--- config.mk ---
export PLATFORM = sky130hd
export DESIGN_NAME = mem_access_ctrl_flat
export DESIGN_NICKNAME = d
export VERILOG_FILES = /design/src/rtl/mem_access_ctrl_if.sv /design/src/rtl/mem_access_ctrl.sv /design/src/flat_wrapper.sv
export SDC_FILE = /design/constraint.sdc
export NUM_CORES = 1
export LEC_CHECK = 0
export BUFFER_PORTS_ARGS = -buffer_cell sky130_fd_sc_hd__buf_2
export CAP_MARGIN = 20
export CORE_MARGIN = 4
export CORE_UTILIZATION = 49
export CTS_BUF_LIST = sky130_fd_sc_hd__clkbuf_4 sky130_fd_sc_hd__clkbuf_8
export DETAILED_ROUTE_END_ITERATION = 10
export PLACE_DENSITY_LB_ADDON = 0.2
export SYNTH_ARGS = -nofsm -noshare
export SYNTH_HDL_FRONTEND = slang
export SYNTH_SLANG_ARGS = --single-unit
--- constraint.sdc ---
create_clock -name clk -period 2.1 [get_ports clk]
set_input_delay 0.105 -clock clk [delete_from_list [all_inputs] [get_ports clk]]
set_output_delay 0.105 -clock clk [all_outputs]
set_load 0.005 [all_outputs]
--- src/rtl/mem_access_ctrl_if.sv ---
// Memory-side MFA/MFC bus between the access controller and byte-addressed RAM.
interface mem_access_ctrl_if;
    logic        MFA;
    logic [5:0]  mem_opcode;
    logic [7:0]  mem_address;
    logic [31:0] mem_data_in;
    logic [31:0] mem_data_out;
    logic        MFC;

    modport master (
        output MFA,
        output mem_opcode,
        output mem_address,
        output mem_data_in,
        input  mem_data_out,
        input  MFC
    );

    modport slave (
        input  MFA,
        input  mem_opcode,
        input  mem_address,
        input  mem_data_in,
        output mem_data_out,
        output MFC
    );
endinterface

--- src/rtl/mem_access_ctrl.sv ---
// CPU-side initiator for the SPARC data-memory MFA/MFC four-phase handshake.
// Validates requests, splits ldd/std into two word accesses, aborts on timeout.
module mem_access_ctrl #(
    parameter int TIMEOUT = 64
) (
    input  logic        clk,
    input  logic        rst_n,
    input  logic        req,
    input  logic [5:0]  req_opcode,
    input  logic [7:0]  req_addr,
    input  logic [63:0] req_wdata,
    output logic        busy,
    output logic        done,
    output logic        err,
    output logic [1:0]  err_code,
    output logic [63:0] rdata,
    mem_access_ctrl_if.master mem
);

    localparam int CW = $clog2(TIMEOUT + 1);
    localparam logic [CW-1:0] CNT_LAST = CW'(TIMEOUT - 1);

    localparam logic [5:0] OP_LDSB = 6'b001001;
    localparam logic [5:0] OP_LDSH = 6'b001010;
    localparam logic [5:0] OP_LD   = 6'b001000;
    localparam logic [5:0] OP_LDUB = 6'b000001;
    localparam logic [5:0] OP_LDUH = 6'b000010;
    localparam logic [5:0] OP_LDD  = 6'b000011;
    localparam logic [5:0] OP_STB  = 6'b000101;
    localparam logic [5:0] OP_STH  = 6'b000110;
    localparam logic [5:0] OP_ST   = 6'b000100;
    localparam logic [5:0] OP_STD  = 6'b000111;

    typedef enum logic [1:0] {
        IDLE,
        ACK,
        REL,
        DONE
    } state_t;

    state_t state;
    state_t state_n;

    logic          legal;
    logic          is_load;
    logic          is_dbl;
    logic [2:0]    amask;
    logic          misal;

    logic          accept;
    logic          reject;
    logic          ack_hit;
    logic          rel_next;
    logic          rel_end;
    logic          tmo;

    logic [1:0]    mfc_q;
    logic          mfc_s;
    logic [CW-1:0] cnt;

    logic          load_q;
    logic          dbl_q;
    logic          second_q;
    logic [7:0]    addr_q;
    logic [31:0]   wlo_q;
    logic [63:0]   rbuf;

    logic          err_q;
    logic [1:0]    code_q;
    logic [63:0]   rdata_q;
    logic          mfa_q;
    logic [5:0]    op_q;
    logic [7:0]    maddr_q;
    logic [31:0]   mdata_q;

    // amask marks the address bits that must be zero for the access size
    always_comb begin
        legal   = 1'b1;
        is_load = 1'b0;
        is_dbl  = 1'b0;
        amask   = 3'b000;
        case (req_opcode)
            OP_LDSB: is_load = 1'b1;
            OP_LDUB: is_load = 1'b1;
            OP_LDSH: begin is_load = 1'b1; amask = 3'b001; end
            OP_LDUH: begin is_load = 1'b1; amask = 3'b001; end
            OP_LD:   begin is_load = 1'b1; amask = 3'b011; end
            OP_LDD:  begin
                is_load = 1'b1;
                is_dbl  = 1'b1;
                amask   = 3'b111;
            end
            OP_STB:  amask = 3'b000;
            OP_STH:  amask = 3'b001;
            OP_ST:   amask = 3'b011;
            OP_STD:  begin is_dbl = 1'b1; amask = 3'b111; end
            default: legal = 1'b0;
        endcase
        misal = |(req_addr[2:0] & amask);
    end

    always_ff @(posedge clk or negedge rst_n) begin
        if (!rst_n) begin
            mfc_q <= 2'b00;
        end else begin
            mfc_q <= {mfc_q[0], mem.MFC};
        end
    end

    assign mfc_s = mfc_q[1];

    always_ff @(posedge clk or negedge rst_n) begin
        if (!rst_n) begin
            state <= IDLE;
        end else begin
            state <= state_n;
        end
    end

    always_comb begin
        state_n  = state;
        accept   = 1'b0;
        reject   = 1'b0;
        ack_hit  = 1'b0;
        rel_next = 1'b0;
        rel_end  = 1'b0;
        tmo      = 1'b0;
        case (state)
            IDLE: begin
                if (req) begin
                    if (legal && !misal) begin
                        accept  = 1'b1;
                        state_n = ACK;
                    end else begin
                        reject  = 1'b1;
                        state_n = DONE;
                    end
                end
            end
            ACK: begin
                if (mfc_s) begin
                    ack_hit = 1'b1;
                    state_n = REL;
                end else if (cnt == CNT_LAST) begin
                    tmo     = 1'b1;
                    state_n = DONE;
                end
            end
            REL: begin
                if (!mfc_s) begin
                    if (dbl_q && !second_q) begin
                        rel_next = 1'b1;
                        state_n  = ACK;
                    end else begin
                        rel_end = 1'b1;
                        state_n = DONE;
                    end
                end else if (cnt == CNT_LAST) begin
                    tmo     = 1'b1;
                    state_n = DONE;
                end
            end
            DONE: state_n = IDLE;
            default: state_n = IDLE;
        endcase
    end

    always_ff @(posedge clk or negedge rst_n) begin
        if (!rst_n) begin
            cnt <= '0;
        end else if (accept || ack_hit || rel_next) begin
            cnt <= '0;
        end else if (state == ACK || state == REL) begin
            cnt <= cnt + CW'(1);
        end
    end

    // Load words land in rbuf and only reach rdata once the whole access
    // completes, so an aborted access leaves the previous result intact.
    always_ff @(posedge clk or negedge rst_n) begin
        if (!rst_n) begin
            load_q   <= 1'b0;
            dbl_q    <= 1'b0;
            second_q <= 1'b0;
            addr_q   <= '0;
            wlo_q    <= '0;
            rbuf     <= '0;
            err_q    <= 1'b0;
            code_q   <= 2'b00;
            rdata_q  <= '0;
            mfa_q    <= 1'b0;
            op_q     <= '0;
            maddr_q  <= '0;
            mdata_q  <= '0;
        end else begin
            if (accept) begin
                load_q   <= is_load;
                dbl_q    <= is_dbl;
                second_q <= 1'b0;
                addr_q   <= req_addr;
                wlo_q    <= req_wdata[31:0];
                rbuf     <= '0;
                err_q    <= 1'b0;
                code_q   <= 2'b00;
                mfa_q    <= 1'b1;
                maddr_q  <= req_addr;
                if (is_dbl) begin
                    op_q    <= is_load ? OP_LD : OP_ST;
                    mdata_q <= req_wdata[63:32];
                end else begin
                    op_q    <= req_opcode;
                    mdata_q <= req_wdata[31:0];
                end
            end
            if (reject) begin
                err_q  <= 1'b1;
                code_q <= legal ? 2'b01 : 2'b10;
            end
            if (ack_hit) begin
                mfa_q <= 1'b0;
                if (load_q) begin
                    if (dbl_q && !second_q) begin
                        rbuf[63:32] <= mem.mem_data_out;
                    end else begin
                        rbuf[31:0] <= mem.mem_data_out;
                    end
                end
            end
            if (rel_next) begin
                second_q <= 1'b1;
                maddr_q  <= addr_q + 8'd4;
                mdata_q  <= wlo_q;
                mfa_q    <= 1'b1;
            end
            if (rel_end && load_q) begin
                rdata_q <= rbuf;
            end
            if (tmo) begin
                mfa_q  <= 1'b0;
                err_q  <= 1'b1;
                code_q <= 2'b11;
            end
        end
    end

    assign busy            = (state != IDLE);
    assign done            = (state == DONE);
    assign err             = err_q;
    assign err_code        = code_q;
    assign rdata           = rdata_q;
    assign mem.MFA         = mfa_q;
    assign mem.mem_opcode  = op_q;
    assign mem.mem_address = maddr_q;
    assign mem.mem_data_in = mdata_q;

endmodule

--- src/flat_wrapper.sv ---
// flat-port wrapper written by rule: the top's interface ports become plain ports
module mem_access_ctrl_flat 
#(
    parameter int TIMEOUT = 64
)
  (clk, rst_n, req, req_opcode, req_addr, req_wdata, busy, done, err, err_code, rdata, mem_MFA, mem_mem_opcode, mem_mem_address, mem_mem_data_in, mem_mem_data_out, mem_MFC);
  mem_access_ctrl_if mem_i ();
  input  logic clk;
  input  logic rst_n;
  input  logic req;
  input  logic [5:0] req_opcode;
  input  logic [7:0] req_addr;
  input  logic [63:0] req_wdata;
  output logic busy;
  output logic done;
  output logic err;
  output logic [1:0] err_code;
  output logic [63:0] rdata;
  output wire logic [$bits(mem_i.MFA)-1:0] mem_MFA;
  output wire logic [$bits(mem_i.mem_opcode)-1:0] mem_mem_opcode;
  output wire logic [$bits(mem_i.mem_address)-1:0] mem_mem_address;
  output wire logic [$bits(mem_i.mem_data_in)-1:0] mem_mem_data_in;
  input wire logic [$bits(mem_i.mem_data_out)-1:0] mem_mem_data_out;
  input wire logic [$bits(mem_i.MFC)-1:0] mem_MFC;
  assign mem_MFA = mem_i.MFA;
  assign mem_mem_opcode = mem_i.mem_opcode;
  assign mem_mem_address = mem_i.mem_address;
  assign mem_mem_data_in = mem_i.mem_data_in;
  assign mem_i.mem_data_out = mem_mem_data_out;
  assign mem_i.MFC = mem_MFC;
  mem_access_ctrl #(.TIMEOUT(TIMEOUT)) u_core (.clk(clk), .rst_n(rst_n), .req(req), .req_opcode(req_opcode), .req_addr(req_addr), .req_wdata(req_wdata), .busy(busy), .done(done), .err(err), .err_code(err_code), .rdata(rdata), .mem(mem_i));
endmodule
Word-level counts from Yosys, hierarchy flattened
Cells that the tools add are included.
{ "word_totals": {"reg_bits": 232, "latch_bits": 0, "ram_bits": 0, "romBits": 0, "output_inout_bits": 116, "mem_count": 0} }
{ "op_classes": {"addsub": 2, "multipliers": 0, "div": 0, "order_cmp": 0, "n_eq_ne": 15, "shift": 0, "mux": 55, "bitwise_logic": 1, "reduce_logical": 20} }
{ "op_table": {"columns": ["operator", "count"], "rows": [
  ["$mux 64", 3],
  ["$mux 32", 5],
  ["$mux 1", 28],
  ["$eq 6x3->1 const B", 4],
  ["$mux 2", 10],
  ["$eq 6x4->1 const B", 3],
  ["$mux 8", 2],
  ["$mux 7", 2],
  ["$eq 6x2->1 const B", 2],
  ["$reduce_or 10->1", 1],
  ["$pmux 3 s3", 1],
  ["$add 8x3->8 const B", 1],
  ["$pmux 2 s4", 1],
  ["$add 7x1->7 const B", 1],
  ["$eq 7x6->1 const B", 1],
  ["$eq 6x1->1 const B", 1],
  ["$mux 6", 1],
  ["$reduce_bool 2->1", 3],
  ["$reduce_or 3->1", 2],
  ["$reduce_or 6->1", 1],
  ["$eq 2x2->1 const B", 2],
  ["$mux 4", 1],
  ["$reduce_bool 4->1", 1],
  ["$reduce_or 2->1", 2],
  ["other kinds (9)", 14]
]} }

Depth between registers and ports, before layout
{ "logic_depth": {"depth_word": 14, "depth_mapped": 9, "mapped_depth_nobuf": 7} }

Least setup slack after synthesis
OpenSTA, ideal clock, no wires.
{ "synth_path": {"path_type": "register -> register", "from": "register u_core.state[0]", "to": "register u_core.mdata_q[25] (netlist: u_core.mem.mem_data_in[25])", "setup_time_ps": 92, "arrival_time_ps": 1981, "required_time_ps": 2008, "path_slack_ps": 27, "path_stages_with_launch": 10, "path_cell_list": "dfrtp_1 inv_1 ha_1 nor2b_1 and2_1 clkbuf_1 clkbuf_1 clkbuf_1 nand2_1 o31ai_2"} }
{ "synth_via": {"elab_chain_cells": 3} }
{ "synth_lines": {"columns": ["element", "line_no", "source"], "rows": [
  ["from (decl)", "mem_access_ctrl.sv:41", "state_t state;"],
  ["from (signal assigned)", "mem_access_ctrl.sv:116", "state <= state_n;"],
  ["$eq 2x2->1 or $logic_not 2->1 (tied branches)", "mem_access_ctrl.sv:128", "case (state)"],
  ["$mux 1", "mem_access_ctrl.sv:128", null],
  ["$mux 32 or $reduce_bool 2->1 (tied branches)", null, null],
  ["to (signal assigned)", "mem_access_ctrl.sv:209", "mdata_q <= req_wdata[63:32];"],
  ["to (signal assigned)", "mem_access_ctrl.sv:212", "mdata_q <= req_wdata[31:0];"],
  ["to (signal assigned)", "mem_access_ctrl.sv:232", "mdata_q <= wlo_q;"],
  ["to (decl)", "mem_access_ctrl.sv:74", "logic [31:0] mdata_q;"]
]} }
Several ways; a longest one is shown, not always the timed one.
A chain may end at the register's enable or synchronous reset.

Worst setup path after layout
{ "layout_path": {"from": "input req_opcode[1]", "to": "register u_core.mdata_q[12] (netlist: u_core.mem.mem_data_in[12])"} }
{ "layout_via": {"elab_chain_cells": 11} }
{ "layout_lines": {"columns": ["element", "line_no", "source"], "rows": [
  ["from (decl)", "flat_wrapper.sv:11", "input logic [5:0] req_opcode;"],
  ["$eq 6x4->1 (tied with other cells)", "mem_access_ctrl.sv:82", "case (req_opcode)"],
  ["$reduce_or 3->1 (no source line) or $reduce_or 2->1 (tied branches)", null, null],
  ["$pmux 3 s3", "mem_access_ctrl.sv:82", null],
  ["$and 3x3->3", "mem_access_ctrl.sv:99", "misal = |(req_addr[2:0] & amask);"],
  ["$reduce_or 3->1", "mem_access_ctrl.sv:99", null],
  ["$logic_not 1->1", "mem_access_ctrl.sv:131", "if (legal && !misal) begin"],
  ["$logic_and 1x1->1", "mem_access_ctrl.sv:131", null],
  ["$mux 1", "mem_access_ctrl.sv:131", null],
  ["$mux 1", "mem_access_ctrl.sv:130", "if (req) begin"],
  ["$mux 1", "mem_access_ctrl.sv:128", null],
  ["$reduce_bool 2->1 (no source line)", null, null]
]} }
Several ways; a longest one is shown, not always the timed one. The select of a mux whose other input is x is not followed.

==> flow_metrics.py <==
metrics = {
    "synth": {
        "ys_ff_latch": 232,
        "syn_nets": 1029,
        "synth_edf_count": 0,
        "async_reset_ff_share_pct": 100,
        "synth_top_area_share_pct": 57.1,
        "synth_area_leader_cell": "dfrtp_1",
        "synthFlopType": "dfrtp_1",
        "syn-instance-count": 908,
        "synthTopCellsByArea": "dfrtp_1 57%, mux2_2 11%, nand2_1 6.6%",
        "yosys_warnings": 0,
        "ys_types": 49,
        "syn_avg_cell_area_um2": 11.2,
        "netlist_area_um2": 10200,
        "ys_seq_area_share_pct": 57.1,
    },
    "finish": {
        "drive_gt1_share_pct": 36.5,
        "area_delta_synth_final_pct": 33.1,
        "fin_cells": 1531,
        "fin_nets": 1353,
        "final_area_um2": 13500,
        "diodes": 0,
    },
    "place": {
        "dp_worst_setup_slack_ns": 0.112,
        "place_area_um2": 11800,
        "gp_congestion": 0.820,
        "dp_hpwl_mm": 16.4,
        "placed_cells": 1372,
        "io_buffers": 229,
    },
    "clock_tree": {
        "clkLatencyLatePin_ns": 0.53,
        "clock-sinks": 232,
        "htreeDepth": 2,
        "postCtsSetupBuffers": 0,
        "clock-root-buffer": "clkbuf_8",
        "cts_tree": "built",
        "path_clk_slew_ns": 0.05,
        "cts_buffers": 40,
        "cts_buffer_depth": 3,
    },
    "critical_path": {
        "rrSetupSlack_ns": 0.13,
        "timing.rr.start": "u_core.state[1]",
        "worstSetupEndpointType": "flip-flop",
        "reg2reg_to": "u_core.mem.mem_data_in[12]",
        "cp-start-kind": "input pin",
        "critPathKind": "in2reg",
        "worst_ep_required_time_ns": 2.51,
        "path_max_fanout": 48,
        "r2r_cells": 7,
        "cp.arrival_ns": 2.39,
    },
    "detailed_routing": {
        "firstDrtPassIters": 5,
        "antenna_left": 0,
        "vias": 8208,
        "route.detailed.drc": 0,
        "vias_per_cell": 5.36,
        "wl_per_cell_um": 17.7,
        "drt_iter0_markers": 309,
        "routed_wl_mm": 27.1,
    },
    "job": {
        "max_cap_violations": 0,
    },
    "global_route": {
        "grt_first_pass_wirelength_mm": 44.7,
        "use_met1_pct": 31.2,
        "grt_use_met3_pct": 5.06,
        "grt_util_all_layers_pct": 23.0,
        "antenna_found_initial": 0,
        "globalRouteOverflowTotal": 0,
        "top_usage_layer": "met2",
        "grt_max_degree": 72,
        "grt_pass1_vias": 8672,
        "grtUsageMet2_pct": 37.5,
    },
    "sta": {
        "final-setup-viol-count": 0,
        "hold_viol_final": 0,
        "fin_crit_ns": 1.99,
        "rsz0062_at_grt": "true",
        "max_freq_ghz": 0.504,
        "fin_worst_skew_ns": 0.0150,
        "layout_setup_ws_ns": 0.114,
        "worstMarginPinSlew_ns": 0.436,
        "final_max_slew_viol_count": 0,
        "slew-limit-headroom_pct": 70.9,
        "fin_crit_sh_pct": 94.6,
    },
    "min_path": {
        "worst_hold_path.num_cells": 4,
        "worstHoldEndpoint": "u_core.mem.mem_data_in[23]",
        "hp-start": "req_wdata[55]",
        "worstHoldPathType": "in2reg",
    },
    "floorplanning": {
        "core_um2": 20300,
        "start_util_pct": 50.1,
        "io-pin-count": 230,
        "die_area_um2": 23100,
        "die_h_um": 152,
        "rows": 52,
        "die_w_um": 152,
    },
    "power_and_ir_drop": {
        "p_leak_nw": 6.42,
        "power.total_mw": 16.7,
        "power.density_nw_per_um2": 1230,
        "ir_worst_vdd_mv": 0.657,
    },
    "run_status": {
        "outcome": "finished clean",
    },
}
==> cell usage after synthesis, types with 18 or more instances <==
library cell and count:
nand3_1 18, nor3_1 42, o21ai_0 31, mux2_1 36, o21ai_1 51, dfrtp_1 232, clkbuf_1 36, o31ai_1 22
mux2_2 98, a21oi_1 36, buf_2 18, nand2_1 178
==> cell families (layout without fill, tap and decap cells) <==
group           count (synthesis)  after routing  share of synthesized area [%]
flops                         232            232                           57.1
xor+xnor                       10             10                          0.935
mux                           135            135                           14.9
buf+inv                        71            424                           3.32
compound gates                177            177                           11.2
fa+ha+maj                       7              7                          0.861
simple gates                  276            276                           11.7
==> worst max path at each step <==
stage	startpoint	endpoint	slack, ns	cells past startpoint
finish	req_opcode[1]	u_core.mem.mem_data_in[12]	0.11	8
floorplan	u_core.state[0]	u_core.mem.mem_data_in[25]	0.03	9
detailed placement	u_core.state[0]	u_core.rdata[12]	0.11	6
global route	u_core.state[1]	u_core.mem.mem_data_in[9]	-0.005	7
global placement	u_core.state[0]	u_core.rdata[36]	0.16	6
CTS	u_core.state[0]	u_core.rdata[12]	0.10	6
==> stage by stage <==
stage	setup TNS (ns)	hold WS [ns]	util, %
after global placement	0	0.0630	58.0
after global routing	-0.00470	0.0172	66.7
after CTS	0	0.000586	66.4
final	0	0.0270	66.7
after floorplan	0	-0.191	-
after detailed placement	0	0.0673	58.0
==> worst max-delay path, cell delays in order <==
cell and delay (ns):
dlygate4sd3_1 0.53, buf_2 0.18, or4_1 0.54, o211ai_2 0.15, a221o_2 0.23, buf_12 0.26
nor3_1 0.11, o31ai_1 0.27
==> layer usage <==
layer | vias up | wire (um)
met5 | - | 0
met4 | 0 | 550
met3 | 47 | 1660
met2 | 275 | 13200
met1 | 4064 | 11800
li1 | 3822 | -
==> placed cells by master, fill, tap and decap left out, types with 4 or more instances in the layout <==
master	synthesis	routed
a21oi_1	36	36
a31oi_1	6	5
buf_12	0	12
buf_2	18	228
buf_4	5	14
clkbuf_4	0	15
clkbuf_8	0	49
clkinv_2	0	4
dfrtp_1	232	232
dlygate4sd3_1	0	85
ha_1	7	7
inv_1	8	8
mux2_1	36	36
mux2_2	98	98
nand2_1	178	178
nand3_1	18	17
nand4_1	5	5
nor2_1	12	9
nor3_1	42	42
o21ai_0	31	31
o21ai_1	51	51
o31ai_1	22	22
o31ai_2	15	15
xnor2_1	5	5
xor2_1	4	4
==> report_power, final <==
part           internal, mW  switching [mW]
clock network          2.50            1.80
registers              6.56            1.21
logic                  2.49            2.16
total                  11.5            5.17
==> what timing repair did <==
action | 4_1_cts | 5_1_grt
endpoints found under the setup margin | 0 | 91
endpoints found under the hold margin | 358 | 0
hold buffers | 85 | 0
resized for setup | 0 | 4
==> sequential cells by signal, indices dropped and copies added, names as in the netlist <==
| name | cells |
|---|---|
| u_core.rbuf | 64 |
| u_core.rdata | 64 |
| u_core.mem.mem_opcode | 6 |
| u_core.second_q | 1 |
| u_core.mem.mem_data_in | 32 |
| u_core.mem.MFA | 1 |
| u_core.err | 1 |
| u_core.dbl_q | 1 |
| u_core.err_code | 2 |
| u_core.mfc_q | 2 |
| u_core.load_q | 1 |
| u_core.wlo_q | 32 |
| u_core.state | 2 |
| u_core.addr_q | 8 |
| u_core.mem.mem_address | 8 |
| u_core.cnt | 7 |
==> final cells by class <==
| class | count | area [um^2] |
|---|---|---|
| sequential | 232 | 5810 |
| inverter | 8 | 30.0 |
| clock inverter | 7 | 65.1 |
| tap | 270 | 338 |
| fill | 1578 | 6750 |
| timing repair buffer | 345 | 2450 |
| multi-input combinational | 605 | 4070 |
| clock buffer | 64 | 787 |
No activity file was read; power rests on OpenSTA's default activity.
